===== src/rtl/seq_divider32by16_pkg.sv =====
// Shared types and constants for the sequential restoring divider.
// Default widths match the 32-bit product / 16-bit operand datapath.
package seq_divider32by16_pkg;

  typedef enum logic [1:0] {
    IDLE,
    CALC,
    DONE
  } div_state_e;

  localparam int DIV_WN = 32;
  localparam int DIV_WD = 16;
  localparam int DIV_CW = $clog2(DIV_WN);

  // Quotient reported for a zero divisor
  localparam logic [DIV_WN-1:0] DIV_DBZ_Q = '1;

endpackage


===== src/rtl/seq_divider32by16_div_step.sv =====
// One restoring-division step: shift the next dividend bit into the partial
// remainder, subtract the divisor if it fits, and report the quotient bit.
module div_step #(
  parameter int WIDTH_D = 16
) (
  input  logic [WIDTH_D:0]   r,
  input  logic               bit_in,
  input  logic [WIDTH_D-1:0] divisor,
  output logic [WIDTH_D:0]   r_next,
  output logic               q_bit
);

  // r stays below divisor, so its top bit is always zero; carrying it into the
  // wider trial value keeps the compare exact without special-casing it.
  logic [WIDTH_D+1:0] t_wide;

  assign t_wide = {r, bit_in};
  assign q_bit  = (t_wide >= {2'b00, divisor});
  assign r_next = q_bit ? (WIDTH_D+1)'(t_wide - {2'b00, divisor})
                        : (WIDTH_D+1)'(t_wide);

endmodule


===== src/rtl/seq_divider32by16.sv =====
// Multi-cycle unsigned radix-2 restoring divider with valid/ready handshakes,
// resolving one quotient bit per clock; a zero divisor completes immediately.
module seq_divider32by16
  import seq_divider32by16_pkg::*;
#(
  parameter int WIDTH_N = DIV_WN,
  parameter int WIDTH_D = DIV_WD
) (
  input  logic               clk,
  input  logic               rst_n,
  input  logic               in_valid,
  output logic               in_ready,
  input  logic [WIDTH_N-1:0] dividend,
  input  logic [WIDTH_D-1:0] divisor,
  output logic               out_valid,
  input  logic               out_ready,
  output logic [WIDTH_N-1:0] quotient,
  output logic [WIDTH_D-1:0] remainder,
  output logic               div_by_zero
);

  // Handshake: a transfer happens on a rising edge where valid and ready are
  // both high; ready never depends on valid, and valid holds until taken.
  localparam int CW = $clog2(WIDTH_N);
  localparam logic [WIDTH_N-1:0] DBZ_Q = {WIDTH_N{DIV_DBZ_Q[0]}};

  div_state_e         state, state_next;
  logic [CW-1:0]      cnt;
  logic [WIDTH_N-1:0] q_reg;
  logic [WIDTH_D:0]   r_reg;
  logic [WIDTH_D:0]   r_step;
  logic [WIDTH_D-1:0] d_reg;
  logic               q_bit;
  logic               dbz_reg;
  logic               accept;

  assign in_ready    = (state == IDLE);
  assign out_valid   = (state == DONE);
  assign accept      = in_valid & in_ready;
  assign quotient    = q_reg;
  assign remainder   = r_reg[WIDTH_D-1:0];
  assign div_by_zero = dbz_reg;

  div_step #(.WIDTH_D(WIDTH_D)) u_step (
    .r      (r_reg),
    .bit_in (q_reg[WIDTH_N-1]),
    .divisor(d_reg),
    .r_next (r_step),
    .q_bit  (q_bit)
  );

  always_comb begin
    state_next = state;
    case (state)
      IDLE: if (accept) state_next = (divisor == '0) ? DONE : CALC;
      CALC: if (cnt == '0) state_next = DONE;
      DONE: if (out_ready) state_next = IDLE;
      default: state_next = IDLE;
    endcase
  end

  always_ff @(posedge clk or negedge rst_n) begin
    if (!rst_n) begin
      state   <= IDLE;
      cnt     <= '0;
      q_reg   <= '0;
      r_reg   <= '0;
      d_reg   <= '0;
      dbz_reg <= 1'b0;
    end else begin
      state <= state_next;
      case (state)
        IDLE: begin
          if (accept) begin
            if (divisor == '0) begin
              q_reg   <= DBZ_Q;
              r_reg   <= {1'b0, dividend[WIDTH_D-1:0]};
              dbz_reg <= 1'b1;
            end else begin
              d_reg   <= divisor;
              q_reg   <= dividend;
              r_reg   <= '0;
              cnt     <= CW'(WIDTH_N - 1);
              dbz_reg <= 1'b0;
            end
          end
        end
        CALC: begin
          // Dividend bits leave at the top while quotient bits enter at the bottom
          q_reg <= {q_reg[WIDTH_N-2:0], q_bit};
          r_reg <= r_step;
          cnt   <= cnt - CW'(1);
        end
        default: ;
      endcase
    end
  end

endmodule


===== config.mk =====
export PLATFORM = sky130hd
export DESIGN_NAME = seq_divider32by16
export DESIGN_NICKNAME = d
export VERILOG_FILES = /design/src/rtl/seq_divider32by16_pkg.sv /design/src/rtl/seq_divider32by16_div_step.sv /design/src/rtl/seq_divider32by16.sv
export SDC_FILE = /design/constraint.sdc
export NUM_CORES = 1
export LEC_CHECK = 0
export BUFFER_PORTS_ARGS = -buffer_cell sky130_fd_sc_hd__clkbuf_2
export CAP_MARGIN = 10
export CORE_MARGIN = 8
export CORE_UTILIZATION = 49
export CTS_CLUSTER_SIZE = 14
export DETAILED_ROUTE_END_ITERATION = 10
export PLACE_DENSITY = 0.77
export RECOVER_POWER = 100
export REMOVE_ABC_BUFFERS = 1
export SYNTH_ARGS = -nofsm -noshare
export SYNTH_HDL_FRONTEND = slang
export SYNTH_SLANG_ARGS = --single-unit

===== constraint.sdc =====
create_clock -name clk -period 2.4 [get_ports clk]
set_input_delay 0.36 -clock clk [delete_from_list [all_inputs] [get_ports clk]]
set_output_delay 0.36 -clock clk [all_outputs]
set_load 0.05 [all_outputs]

Word level (Yosys, flattened, before mapping)
Index checks and enable logic that the tools add are counted.
Widths: inputs -> output; s select.
{"block": "classes", "reduce_logical": 9, "magnitude_cmp": 1, "n_addsub": 2, "bitwise_logic": 2, "n_mux": 16, "n_eq_ne": 6}
{"op": "$mux 32", "count": 2}
{"op": "$pmux 32 s2", "count": 1}
{"op": "$mux 17", "count": 2}
{"op": "$pmux 17 s2", "count": 1}
{"op": "$ge 18x16->1", "count": 1}
{"op": "$sub 17x16->17", "count": 1}
{"op": "$logic_not 16->1", "count": 1}
{"op": "$mux 16", "count": 1}
{"op": "$mux 5", "count": 2}
{"op": "$pmux 5 s2", "count": 1}
{"op": "$reduce_and 3->1", "count": 3}
{"op": "$mux 2", "count": 4}
{"op": "$pmux 2 s3", "count": 1}
{"op": "$logic_not 5->1", "count": 1}
{"op": "$sub 5x1->5 const B", "count": 1}
{"op": "$ne 2x1->1 const B", "count": 2}
{"op": "$ne 2x2->1 const B", "count": 2}
{"op": "$reduce_and 2->1", "count": 2}
{"op": "$eq 2x1->1 const B", "count": 1}
{"op": "$eq 2x2->1 const B", "count": 1}
{"op": "$logic_not 2->1", "count": 1}
{"op": "$reduce_bool 2->1", "count": 1}
{"op": "$and 1x1->1", "count": 1}
{"op": "$mux 1", "count": 1}
{"op": "$not 1->1", "count": 1}
{"block": "totals", "output_inout_bits": 51, "ff_bits": 73, "inputBits": 52}

Depth between registers and ports, before layout
{"block": "depth", "depth_word": 4, "ltp_mapped": 13, "mapped_depth_nobuf": 11}

By module
From an unflattened synthesis, not the netlist that was laid out.
{"block": "unflattened", "cells_unflattened": 509, "hier_area_um2": 4644.5}
{"module": "seq_divider32by16", "cells_each": 350, "seq_area_each_um2": 1826.8, "n_inst": 1, "area_per_inst_um2": 3575.9}
{"module": "div_step", "cells_each": 159, "seq_area_each_um2": 0.0, "n_inst": 1, "area_per_inst_um2": 1068.5}

Worst setup path after synthesis
OpenSTA, ideal clock, no wires.
{"block": "synth_path", "path_type": "reg-to-reg", "start": "register q_reg[31], in the netlist quotient[31]", "end": "register r_reg[4]", "setup_time_ns": 0.127, "slack_ns": -0.219, "arrival_time_ns": 2.492, "required_time_ns": 2.273, "path_stages_with_launch": 13, "path_cell_list": "dfrtp_1 inv_1 ha_1 inv_1 fa_1 a21oi_1 o21ai_0 a211oi_1 a21o_1 buf_6 mux2_2 a221oi_1 nor2_1"}
{"block": "synth_between", "elab_chain_cells": 3, "elab_cells_between_ends": 4, "cone_classes": "1 x add/sub; 1 x order compare; 2 x mux"}
{"element": "from (decl)", "line_no": "seq_divider32by16.sv:29", "rtl": "logic [WIDTH_N-1:0] q_reg;"}
{"element": "from (signal assigned)", "line_no": "seq_divider32by16.sv:81", "rtl": "q_reg <= dividend;"}
{"element": "from (signal assigned)", "line_no": "seq_divider32by16.sv:90", "rtl": "q_reg <= {q_reg[WIDTH_N-2:0], q_bit};"}
{"element": "$sub 17x16->17 or $ge 18x16->1 (tied branches)", "line_no": "seq_divider32by16_div_step.sv:19, seq_divider32by16_div_step.sv:18"}
{"element": "$mux 17 *", "line_no": "seq_divider32by16_div_step.sv:19", "rtl": "assign r_next = q_bit ? (WIDTH_D+1)'(t_wide - {2'b00, divisor})"}
{"element": "$pmux 17 s2 *", "line_no": "seq_divider32by16.sv:72", "rtl": "case (state)"}
{"element": "to (signal assigned)", "line_no": "seq_divider32by16.sv:77", "rtl": "r_reg <= {1'b0, dividend[WIDTH_D-1:0]};"}
{"element": "to (signal assigned)", "line_no": "seq_divider32by16.sv:91", "rtl": "r_reg <= r_step;"}
{"element": "to (decl)", "line_no": "seq_divider32by16.sv:30", "rtl": "logic [WIDTH_D:0] r_reg;"}
Mark *: on every way between the ends. The rest lies on a longest branch, timed or not.
A chain may end at the register's enable or synchronous reset.

Worst setup path in the final report
{"block": "layout_path", "start": "register d_reg[0]", "end": "register r_reg[14]"}
{"block": "layout_between", "elab_chain_cells": 3, "elab_cells_between_ends": 4, "cone_classes": "1 x add/sub; 1 x order compare; 2 x mux"}
{"element": "from (decl)", "line_no": "seq_divider32by16.sv:32", "rtl": "logic [WIDTH_D-1:0] d_reg;"}
{"element": "from (signal assigned)", "line_no": "seq_divider32by16.sv:80", "rtl": "d_reg <= divisor;"}
{"element": "$sub 17x16->17 or $ge 18x16->1 (tied branches)", "line_no": "seq_divider32by16_div_step.sv:19, seq_divider32by16_div_step.sv:18"}
{"element": "$mux 17 *", "line_no": "seq_divider32by16_div_step.sv:19"}
{"element": "$pmux 17 s2 *", "line_no": "seq_divider32by16.sv:72"}
Marks and branches as above.

==> metrics.cfg <==
[route]
met1Wirelength_microns = 5779
routedWlPerCell_microns = 18.63
dr.pass1.iters = 6
drcViolationCount = 0
viasPerCell = 5.955
top_layer_used = met4
wl_microns = 13680
wl_met3_microns = 949
final_antenna_net_count = 0
met2_length_microns = 6510
via_count = 4371
drt_iter0_markers = 392

[synth]
syn-instance-count = 482
synth_simple_gate_area_frac = 0.1690
synth_most_common_cell = dfrtp_1
synth-seq-area-share = 0.4106
syn_avg_cell_area_sq_um = 9.231
synth_area_sq_um = 4449
synth_compound_area_frac = 0.2165
synth_adder_area_share = 0.05512
synth-seq-cells = 73
synth_edf_count = 0
ys_types = 45
yosys_warnings = 0
synth.area.mux_share = 0.04528
synth_common_cells = dfrtp_1 (73), a21oi_1 (55), nand2_1 (48)
synth_xor_area_frac = 0.02559
async_flop_share = 1.000
synth_top_family_by_area = compound AO/OA/AOI/OAI gates
synth.area.top_cells = dfrtp_1 (41%), a211o_1 (6.3%), a21oi_1 (6.2%)
synth_top_area_share = 0.4106
synth.largest_area_cell = dfrtp_1
synth_flop_cell = dfrtp_1

[setup_path]
crit_fanout = 2
cpLargestDelayFamily = compound AO/OA/AOI/OAI gates
cp-start-kind = register
worst-setup-path-type = register to register
worstPathArrival_ps = 2670
endpoint_kind = register
crit_top_cell = buf_4
worst_path_largest_cell_delay_ps = 440
crit_chain = ha_2 -> inv_2 -> fa_2 -> a21oi_4 -> o21ai_2 -> buf_4 -> a21oi_2 -> o41a_1 -> buf_4 -> buf_6 -> o21ai_4 -> xnor2_1 -> o21ai_1
cpMaxStageDelayCell = o41a_1
path_buf_inv = 4
required_ps = 2620

[clock_network]
htreeDepth = 3
clock_latency_ps = 350
cts_tree = done
cts_buffers = 9
cts.sinks = 73
root_buffer = clkbuf_8
hold_buffers = 0
cts_max_path_buffers = 2
clk_pin_slew_ps = 80

[global_routing]
gr-total-overflow = 0
antenna_found_initial = 0
grt_use_total = 0.2088
grt_max_degree = 61
grt_pass1_wl_microns = 21760
grt_pass1_vias = 4537

[run_status]
outcome = complete, but fails checks
failed_checks = negative setup slack

[timing]
fmax_ghz = 0.4072
fin_ws_ps = -55.69
slew_headroom = 0.1485
fin_skew_ps = 8.598
min_period_ps = 2456
setup_viol = 8
slew_violations = 0
worstMarginPinSlew_ps = 1277
hold_viol_final = 0
min_period_over_period = 1.023
rsz0062_at_grt = true

[cells_and_area]
antenna_cells = 0
drive_above_1_share = 0.3051
fin_nets = 692
largest_reg_flops = 32
areaGrowthSynthToFinish_pct = 30.20
fin_util = 0.6611

[die]
die_width_microns = 111.3
core_sq_um = 8763
boundaryPins = 103
die_height_microns = 111.3
die-area_sq_um = 12390
start_util = 0.5077
fp-row-count = 34

[placement]
port_buffers = 102
hpwl_microns = 9660
gp_congestion = 0.8767

[worst_hold_path]
holdCritPathClass = primary input to asynchronous set/reset pin

[run]
drv_cap = 0

-- layout by cell type, fill, tap and decap left out, drive strengths merged, types with 5 or more instances in the layout --
master	instances
mux2	17
xor2	7
nor4	5
dfrtp	73
nand2	48
a222oi	7
o21ai	18
a221oi	5
a211o	32
nor2	30
clkbuf	117
nor3	7
inv	23
buf	68
nand3b	32
a21o	5
xnor2	6
a21oi	55
nand3	6
ha	18
-- per-stage QoR --
step	std cells	cell area [sq um]	setup WS, ps	setup TNS (ps)	hold slack (ps)
global placement	702	5313	-153.6	-1485	377.1
finish	734	5793	-55.69	-158.1	256.5
detailed placement	702	5313	-227.5	-2657	387.9
global route	734	5793	-210.2	-2472	256.8
floorplan	434	4185	-1186	-57990	64.41
CTS	728	5718	-53.55	-150.3	8.059
-- timing repair --
| action | 4_1_cts | 5_1_grt |
|---|---|---|
| endpoints found under the hold margin | 0 | 0 |
| pin swaps | 17 | 18 |
| setup endpoints to repair | 18 | 18 |
| buffers inserted | 9 | 6 |
| cloned | 1 | 0 |
| resized for setup | 19 | 35 |
-- worst register-to-register path, delay by kind of cell (launching register included) --
family / cells / cell delay, ps
fa+ha+maj: 2 / 420
flops: 1 / 390
xor+xnor: 1 / 130
compound gates: 6 / 950
buf+inv: 4 / 450
-- final cells by class --
| type | instances | area (sq um) |
|---|---|---|
| multi-input combinational | 340 | 2500 |
| fill | 715 | 2970 |
| sequential | 73 | 1828 |
| timing repair buffer | 175 | 1005 |
| clock buffer | 10 | 127.6 |
| tap | 108 | 135.1 |
| clock inverter | 6 | 115.1 |
| inverter | 22 | 82.58 |
-- final timing paths --
check	depth (start not counted)	end	slack (ps)	startpoint
setup reg to reg	13	r_reg[14]$_DFFE_PN0P_	-60	d_reg[0]$_DFFE_PN0P_
max in group asynchronous	2	state[0]$_DFFE_PN0P_	630	rst_n
min in group clk	2	d_reg[12]$_DFFE_PN0P_	260	divisor[12]
hold reg to reg	1	cnt[0]$_DFFE_PN0P_	500	cnt[0]$_DFFE_PN0P_
hold / removal	1	quotient[28]$_DFFE_PN0P_	260	rst_n
setup / recovery	13	r_reg[14]$_DFFE_PN0P_	-60	d_reg[0]$_DFFE_PN0P_
-- layer usage --
| layer | vias to the layer above | GRT usage |
|---|---|---|
| met5 | - | 0 |
| li1 | 2008 | - |
| met1 | 2147 | 0.2553 |
| met2 | 187 | 0.3410 |
| met3 | 29 | 0.04654 |
| met4 | 0 | 0.09689 |
-- cells by family after synthesis --
| logic type | Yosys count |
|---|---|
| buffers and inverters | 70 |
| XOR/XNOR | 13 |
| multiplexers | 18 |
| AO/OA/AOI/OAI | 143 |
| flip-flops | 73 |
| adder cells (fa/ha/maj) | 19 |
| AND/OR/NAND/NOR | 146 |
Power is left out: the tool's default activity adds up to more than one toggle a clock period on the data nets, which glitch-free logic cannot reach.
